### config.mk
export PLATFORM = sky130hd
export DESIGN_NAME = dense_output_layer
export DESIGN_NICKNAME = d
export VERILOG_FILES = /design/src/rtl/dense_output_layer.sv
export SDC_FILE = /design/constraint.sdc
export NUM_CORES = 1
export LEC_CHECK = 0
export CAP_MARGIN = 15
export CORE_MARGIN = 2
export CORE_UTILIZATION = 60
export CTS_CLUSTER_DIAMETER = 100
export DETAILED_ROUTE_END_ITERATION = 8
export PLACE_DENSITY_LB_ADDON = 0.25
export SETUP_SLACK_MARGIN = 0.05
export SLEW_MARGIN = 20
export SYNTH_ARGS = -nofsm -noshare
export SYNTH_HDL_FRONTEND = slang
export SYNTH_SLANG_ARGS = --single-unit
### constraint.sdc
create_clock -name clk -period 10.03 [get_ports clk]
set_clock_uncertainty 0.05 [all_clocks]
set_input_delay 2.006 -clock clk [delete_from_list [all_inputs] [get_ports clk]]
set_output_delay 2.006 -clock clk [all_outputs]
set_load 0.01 [all_outputs]
### src/rtl/dense_output_layer.sv
// dense_output_layer
//
// Fully connected output layer. It computes NUM_OUT neuron sums over NUM_IN
// signed inputs, running one multiply-accumulate step per cycle for all
// neurons in parallel.
//
// Parameters
//   NUM_IN  : inputs per neuron (>= 2)
//   NUM_OUT : neuron count (>= 2)
//   IN_W    : signed input width
//   W_W     : signed weight width
//   ACC_W   : derived accumulator width, IN_W + W_W + clog2(NUM_IN)
//
// Ports
//   clk        : single clock, rising edge
//   rst        : asynchronous, active-high reset
//   in_valid   : input vector offered
//   in_ready   : layer can accept a vector (IDLE only)
//   in_data    : NUM_IN signed inputs, element k at [k*IN_W +: IN_W]
//   w_we       : weight write strobe (honoured in IDLE only)
//   w_addr     : weight index j*NUM_IN + k
//   w_data     : signed weight
//   out_valid  : results available (DONE)
//   out_ready  : consumer accepts results
//   out_data   : NUM_OUT signed sums, neuron j at [j*ACC_W +: ACC_W]
//   out_class  : argmax index of out_data
//
// Build option
//   DENSE_OUT_ARGMAX_EN : when defined, out_class is the index of the largest
//                         sum, and the lowest index wins ties. The value is
//                         registered on DONE entry. When undefined, out_class
//                         is tied to 0.
//
// FSM states
//   state | meaning
//   IDLE  | waiting for a vector; weights writable
//   ACCUM | one MAC per cycle for input index k, weights frozen
//   DONE  | results held until out_valid && out_ready

module dense_output_layer #(
    parameter int NUM_IN  = 4,
    parameter int NUM_OUT = 2,
    parameter int IN_W    = 12,
    parameter int W_W     = 5,
    localparam int ACC_W  = IN_W + W_W + $clog2(NUM_IN),
    localparam int WA     = $clog2(NUM_IN * NUM_OUT),
    localparam int CW     = ($clog2(NUM_OUT) > 1) ? $clog2(NUM_OUT) : 1
) (
    input  logic                       clk,
    input  logic                       rst,
    input  logic                       in_valid,
    output logic                       in_ready,
    input  logic [NUM_IN*IN_W-1:0]     in_data,
    input  logic                       w_we,
    input  logic [WA-1:0]              w_addr,
    input  logic [W_W-1:0]             w_data,
    output logic                       out_valid,
    input  logic                       out_ready,
    output logic [NUM_OUT*ACC_W-1:0]   out_data,
    output logic [CW-1:0]              out_class
);

    localparam int KW = $clog2(NUM_IN);
    localparam int PW = IN_W + W_W;

    typedef enum logic [1:0] {
        IDLE  = 2'd0,
        ACCUM = 2'd1,
        DONE  = 2'd2
    } state_t;

    state_t                  state;
    state_t                  state_nxt;
    logic [KW-1:0]           k;
    logic signed [IN_W-1:0]  x_reg   [NUM_IN];
    logic signed [W_W-1:0]   w_mem   [NUM_IN*NUM_OUT];
    logic signed [ACC_W-1:0] acc     [NUM_OUT];
    logic signed [ACC_W-1:0] acc_nxt [NUM_OUT];
    logic signed [IN_W-1:0]  x_cur;
    logic                    accept;
    logic                    last_mac;
    logic                    w_wr_en;

    assign accept    = (state == IDLE) && in_valid;
    assign last_mac  = (state == ACCUM) && (k == KW'(NUM_IN - 1));
    assign w_wr_en   = (state == IDLE) && w_we && (int'(w_addr) < NUM_IN * NUM_OUT);
    // in_ready is gated by rst so that it reads 0 throughout reset.
    assign in_ready  = (state == IDLE) && !rst;
    assign out_valid = (state == DONE);
    assign x_cur     = x_reg[k];

    // ------------------------------------------------------------------
    // FSM
    // ------------------------------------------------------------------
    always_ff @(posedge clk or posedge rst) begin
        if (rst) begin
            state <= IDLE;
        end else begin
            state <= state_nxt;
        end
    end

    always_comb begin
        state_nxt = state;
        case (state)
            IDLE:    if (in_valid)  state_nxt = ACCUM;
            ACCUM:   if (last_mac)  state_nxt = DONE;
            DONE:    if (out_ready) state_nxt = IDLE;
            default:                state_nxt = IDLE;
        endcase
    end

    // ------------------------------------------------------------------
    // Weight store
    // ------------------------------------------------------------------
    always_ff @(posedge clk or posedge rst) begin
        if (rst) begin
            for (int i = 0; i < NUM_IN * NUM_OUT; i++) begin
                w_mem[i] <= '0;
            end
        end else if (w_wr_en) begin
            w_mem[w_addr] <= w_data;
        end
    end

    // ------------------------------------------------------------------
    // MAC lanes: full-precision product, sign-extended into the accumulator
    // ------------------------------------------------------------------
    for (genvar j = 0; j < NUM_OUT; j++) begin : g_mac
        logic [WA-1:0]          w_idx;
        logic signed [PW-1:0]   prod;

        assign w_idx      = WA'(j * NUM_IN) + WA'(k);
        assign prod       = PW'(x_cur) * PW'(w_mem[w_idx]);
        assign acc_nxt[j] = acc[j] + {{(ACC_W - PW){prod[PW-1]}}, prod};
        // The accumulators are the result registers. They keep the last
        // result until the next accept edge clears them.
        assign out_data[j*ACC_W +: ACC_W] = acc[j];
    end

    always_ff @(posedge clk or posedge rst) begin
        if (rst) begin
            k <= '0;
            for (int i = 0; i < NUM_IN; i++) begin
                x_reg[i] <= '0;
            end
            for (int j = 0; j < NUM_OUT; j++) begin
                acc[j] <= '0;
            end
        end else if (accept) begin
            k <= '0;
            for (int i = 0; i < NUM_IN; i++) begin
                x_reg[i] <= in_data[i*IN_W +: IN_W];
            end
            for (int j = 0; j < NUM_OUT; j++) begin
                acc[j] <= '0;
            end
        end else if (state == ACCUM) begin
            k <= last_mac ? '0 : k + KW'(1);
            for (int j = 0; j < NUM_OUT; j++) begin
                acc[j] <= acc_nxt[j];
            end
        end
    end

    // ------------------------------------------------------------------
    // Argmax
    // ------------------------------------------------------------------
`ifdef DENSE_OUT_ARGMAX_EN
    logic [CW-1:0]           best_idx;
    logic signed [ACC_W-1:0] best_val;
    logic [CW-1:0]           class_reg;

    // The search runs on the sums being written at the final MAC edge, so
    // out_class becomes valid on the same edge as out_valid. Strict '>'
    // keeps the lowest index on ties.
    always_comb begin
        best_idx = '0;
        best_val = acc_nxt[0];
        for (int j = 1; j < NUM_OUT; j++) begin
            if (acc_nxt[j] > best_val) begin
                best_val = acc_nxt[j];
                best_idx = CW'(j);
            end
        end
    end

    always_ff @(posedge clk or posedge rst) begin
        if (rst) begin
            class_reg <= '0;
        end else if (last_mac) begin
            class_reg <= best_idx;
        end
    end

    assign out_class = class_reg;
`else
    assign out_class = '0;
`endif

endmodule
== After elaboration in Yosys (flattened, before gate mapping) ==
Cells that the tools add are included.

* Add/sub/neg operators: 4
* Multiply operators: 2
* Div/mod/pow operators: 0
* Order comparisons: 5
* Equal/unequal tests: 6
* Shift operators: 0
* Muxes and demuxes: 21
* Bitwise operators: 4
* Reduce and logical (&&, ||, !) cells: 9

{| class="wikitable"
|+ Operators with widths
! kind !! count
|-
| 2-to-1 mux 38 bit || 2
|-
| bitwise mux 40 bit || 1
|-
| adder 19 bit || 2
|-
| multiplier 12 x 5 -> 17 bit || 2
|-
| binary-select mux 5 bit (select 3 bit) || 2
|-
| 2-to-1 mux 5 bit || 5
|-
| binary-select mux 12 bit (select 2 bit) || 1
|-
| 2-to-1 mux 12 bit || 2
|-
| demux 5 bit (select 3 bit) || 1
|-
| >= comparator 4 bit, second input constant || 3
|-
| 2-to-1 mux 2 bit || 6
|-
| inverter 3 -> 4 bit || 2
|-
| case mux 2 bit (3 select lines) || 1
|-
| logical AND 1 bit || 5
|-
| equality test 2 bit, second input constant || 2
|-
| less-than comparator 4 x 1 -> 1 bit, second input constant || 1
|-
| inequality test 2 bit, second input constant || 2
|-
| inverter 2 -> 4 bit || 1
|-
| adder 3 x 2 -> 3 bit, first input constant || 1
|-
| >= comparator 3 bit, second input constant || 1
|-
| inverter 2 -> 3 bit || 1
|-
| AND reduction 3 bit || 1
|-
| adder 2 x 1 -> 2 bit, second input constant || 1
|-
| equality test 2 x 1 -> 1 bit, second input constant || 1
|-
| other kinds (4) || 4
|}

* Flip-flop bits (word level): 130
* Latch bits: 0
* Bits in writable memories: 0
* Bits in read-only memories: 0
* Input bits: 61
* Word-level logic and storage cells: 67
* Memories kept: 0

== Logic depth before layout (Yosys ltp) ==
* Depth in word-level cells: 9
* Mapped depth: 31
* Mapped depth without buffers: 28

== Worst setup path before layout ==
Ideal clock, no wire load.

* Path type: register to register
* From: register k[0]
* To: register acc, in the netlist out_data[18]
* Arrival: 6637 ps
* Data required time: 9856 ps
* Path slack: 3219 ps
* Stages on the path, launching flop included: 29
* Buffers on the path: 4
* Period minus slack after synthesis: 6811 ps
* Path through: dfrtp_1 buf_2 buf_2 mux2_2 o21ai_0 clkbuf_1 fa_1 fa_1 fa_1 inv_1 fa_1 a21o_1 a21o_1 a21oi_1 o21bai_1 a21oi_1 nor2b_1 o41ai_1 xnor2_1 ha_1 clkbuf_1 a21o_1 a21o_2 a21oi_1 o21a_1 a41oi_2 a21o_1 and3_1 a211o_1

* Longest elaborated chain between the ends: 8
* Elaborated cells on any way between the ends: 12
* Classes of those cells: 1 x add/sub; 1 x mul; 8 x mux; 2 x bitwise

{| class="wikitable"
|+ RTL lines
! item !! line !! RTL
|-
| start, declared || 74 || <nowiki>logic [KW-1:0] k;</nowiki>
|-
| start signal, assigned || 159 || <nowiki>k <= last_mac ? '0 : k + KW'(1);</nowiki>
|-
| inverter 2 -> 4 bit (not written as such) / inverter 2 -> 3 bit (equally long branches) || 134, 90 ||
|-
| binary-select mux 5 bit (select 3 bit) / binary-select mux 12 bit (select 2 bit) (equally long branches) || 134, 90 ||
|-
| 2-to-1 mux 5 bit (not written as such) / 2-to-1 mux 12 bit (equally long branches) (2 in series) || 134, 90 ||
|-
| multiplier 12 x 5 -> 17 bit * || 134 || <nowiki>assign prod = PW'(x_cur) * PW'(w_mem[w_idx]);</nowiki>
|-
| adder 19 bit * || 135 || <nowiki>assign acc_nxt[j] = acc[j] + {{(ACC_W - PW){prod[PW-1]}}, prod};</nowiki>
|-
| 2-to-1 mux 38 bit * || 158 || <nowiki>end else if (state == ACCUM) begin</nowiki>
|-
| 2-to-1 mux 38 bit * || 150 || <nowiki>end else if (accept) begin</nowiki>
|-
| end signal, assigned by index || 161 || <nowiki>acc[j] <= acc_nxt[j];</nowiki>
|-
| end, declared || 77 || <nowiki>logic signed [ACC_W-1:0] acc [NUM_OUT];</nowiki>
|}

Mark *: on every way between the ends. The rest lies on a longest branch, timed or not. The select of a mux whose other input is x is not followed.
A chain may end at the register's enable or synchronous reset.

== Worst setup path in the final report ==
* From: register k[1]
* To: register acc, in the netlist out_data[37]

* Longest elaborated chain between the ends: 9
* Elaborated cells on any way between the ends: 13
* Classes of those cells: 2 x add/sub; 1 x mul; 8 x mux; 2 x bitwise

{| class="wikitable"
|+ RTL lines
! item !! line !! RTL
|-
| adder 3 x 2 -> 3 bit || 133 || <nowiki>assign w_idx = WA'(j * NUM_IN) + WA'(k);</nowiki>
|-
| inverter 3 -> 4 bit (not written as such) || 134 ||
|-
| binary-select mux 5 bit (select 3 bit) || 134 ||
|-
| 2-to-1 mux 5 bit (not written as such) (2 in series) || 134 ||
|-
| multiplier 12 x 5 -> 17 bit * || 134 ||
|-
| adder 19 bit * || 135 ||
|-
| 2-to-1 mux 38 bit * || 158 ||
|-
| 2-to-1 mux 38 bit * || 150 ||
|}

Marks and branches as above.

==> metrics.csv <==
metric,value,unit
viasPerCell,5.60,
max_clock_freq,137,MHz
worstPathArrival,7.63,ns
async_flop_share,100,%
dpl_cell_area,0.0126,mm^2
cts_tree,built,
yosysWarnings,0,
hold_depth,1,
fill_cells,1364,
fp.dieW,142,um
wl,24.0,mm
synth-simple-area-share,12.2,%
clock-sinks,130,
drc_errors,0,
fin_util,70.7,%
worstSetupPathType,reg -> reg,
boundaryPins,102,
synth_compound_area_share,10.5,%
synth_top_family_by_area,adder cells,
cts.clk_slew.worst_paths,0.07,ns
muxShareOfSynthArea,13.1,%
place_hpwl,18.2,mm
grt_use_met2,40.2,%
initial_utilization,61.0,%
regArea,0.00325,mm^2
cts_buffers,17,
syn_inst,1131,
drive_gt1_share,13.5,%
dieHeight,142,um
fin_crit,7.31,ns
final_common_cell,inv_1,
grt_first_pass_wirelength,40.1,mm
portBuffers,100,
drt_first_iter_violations,464,
setup_viol,0,
clk_path_buf_depth,2,
min_from,x_reg[45],
hold_slack,0.453,ns
cap_violations,0,
multi_input_area,0.00741,mm^2
root_buffer,clkbuf_16,
reg2reg_from,k[1],
fin_area,0.0132,mm^2
cts_resized,0,
globalRoute.totalOverflow,0,
dieArea,0.0201,mm^2
gr-usage-met3,3.64,%
via_count,8216,
clock_latency,0.43,ns
slew_headroom,30.2,%
cts_hold_buf,0,
gp_congestion,0.842,
worstMarginPinSlew,1.05,ns
wl_per_cell,16.3,um
cts_max_level,4,
hold_viol,0,
r2r_slack,2.72,ns
min_to,x_reg[45],
grt_util_met1,35.4,%
setup.worst_path.end_class,flop,
ys.flop_type,dfrtp_1,
period_share,72.9,%
mostFrequentLayoutCells,"inv_1 (146), dfrtp_1 (130), clkdlybuf4s50_1 (100), ha_1 (96), mux2_2 (90)",
antenna_left,0,
hold_class,reg -> reg,
antenna-diode-count,0,
synth-edff-count,0,
timing.setup.tns,0,ns
ys_seq_elements,130,
grt_pass1_vias,8234,
globalRoute.busiestLayer,met2,
grt_usage,25.1,%
rsz0062_at_grt,false,
postCtsSetupBuffers,0,
coreArea,0.0186,mm^2
required,10.35,ns
r2r-end,out_data[37],
nets,1454,
drtPass1Iterations,5,
synthesis.area_per_instance,10.1,um^2
syn_nets,1366,
synth_xor_area_share,4.93,%
status,completed,
ys_seq_area_share,28.6,%
syn2layout_area_growth,15.8,%
antenna_found_initial,0,
crit_fanout,26,
synth.cell_area,0.0114,mm^2
grt_max_degree,88,
rows,50,
largest_register_ffs,48,
critPathLaunchType,flop,
rr_worst_depth,25,
synthAdderAreaFrac,24.3,%
synth.distinct_cells,62,
drv_slew,0,
[worst max-delay path by stage]
stage	from	endpoint	slack, ns	cells past startpoint
CTS	k[1]	out_data[37]	2.70	25
global placement	k[1]	out_data[37]	3.00	25
detailed placement	k[0]	out_data[37]	2.79	25
finish	k[1]	out_data[37]	2.72	25
global route	k[1]	out_data[37]	2.24	25
floorplan	k[0]	out_data[18]	3.22	28
[cell usage after synthesis, drive strengths merged, types with 3 or more instances]
| library cell | instances | area, um^2 |
|---|---|---|
| mux4 | 20 | 450 |
| o22ai | 16 | 100 |
| o21ai | 55 | 275 |
| inv | 147 | 552 |
| nand2b | 8 | 50.1 |
| nor2 | 42 | 158 |
| a21o | 19 | 146 |
| ha | 96 | 1200 |
| buf | 5 | 26.3 |
| o21bai | 12 | 90.1 |
| mux2i | 3 | 30.0 |
| nor2b | 7 | 51.3 |
| o21a | 8 | 60.1 |
| xnor2 | 40 | 350 |
| and3 | 9 | 56.3 |
| a21oi | 52 | 260 |
| mux2 | 90 | 1010 |
| xor2 | 24 | 210 |
| dfrtp | 130 | 3250 |
| clkbuf | 33 | 134 |
| a211oi | 6 | 50.1 |
| and2 | 89 | 558 |
| nand2 | 81 | 304 |
| fa | 78 | 1560 |
| nand3 | 9 | 45.0 |
| nor3 | 12 | 65.1 |
| or2 | 6 | 37.5 |
| nand4 | 5 | 31.3 |
[worst max-delay path, cell delays in order, from the launching register on]
cell	delay, ns
dfrtp_1	1.04
mux4_2	0.72
and2_1	0.22
fa_1	0.48
fa_1	0.56
inv_1	0.07
fa_1	0.54
inv_1	0.04
ha_1	0.34
a21o_1	0.20
a21oi_1	0.22
o21bai_1	0.09
a21oi_1	0.25
o21ai_0	0.19
a21o_1	0.22
a41oi_1	0.24
xnor2_1	0.21
ha_1	0.32
a21oi_1	0.24
o21ai_0	0.12
a21oi_1	0.17
nor2b_1	0.06
o22ai_1	0.18
xor2_1	0.10
or3_1	0.31
nand3_1	0.08
[logic make-up after synthesis]
kind of cell,count (synthesis)
and+or+nand+nor,273
AOI/OAI and AO/OA,191
buffers and inverters,185
adders and majority gates,174
DFF,130
muxes,113
xor gates and xnor gates,64
other,1
[stage by stage]
step           cells  worst slack [ns]
6_report        1466              2.72
2_1_floorplan   1131              3.22
3_5_place_dp    1434              2.79
5_1_grt         1466              2.24
4_1_cts         1466              2.70
3_3_place_gp    1434              3.00
[final cells by class]
type                       instances  share of cell area, %
inverter                         147                   4.21
clock inverter                    13                   1.34
tap                              234                   2.22
multi-input combinational        816                   56.3
clock buffer                      19                   3.28
timing repair buffer             107                   8.02
sequential                       130                   24.7
[layer usage]
layer | vias up | wire, um
met5 | - | 0
met4 | 0 | 584
met3 | 33 | 1100
met2 | 228 | 11000
met1 | 3966 | 11300
li1 | 3989 | -
Power is left out: the tool's default activity adds up to more than one toggle a clock period on the data nets, which glitch-free logic cannot reach.
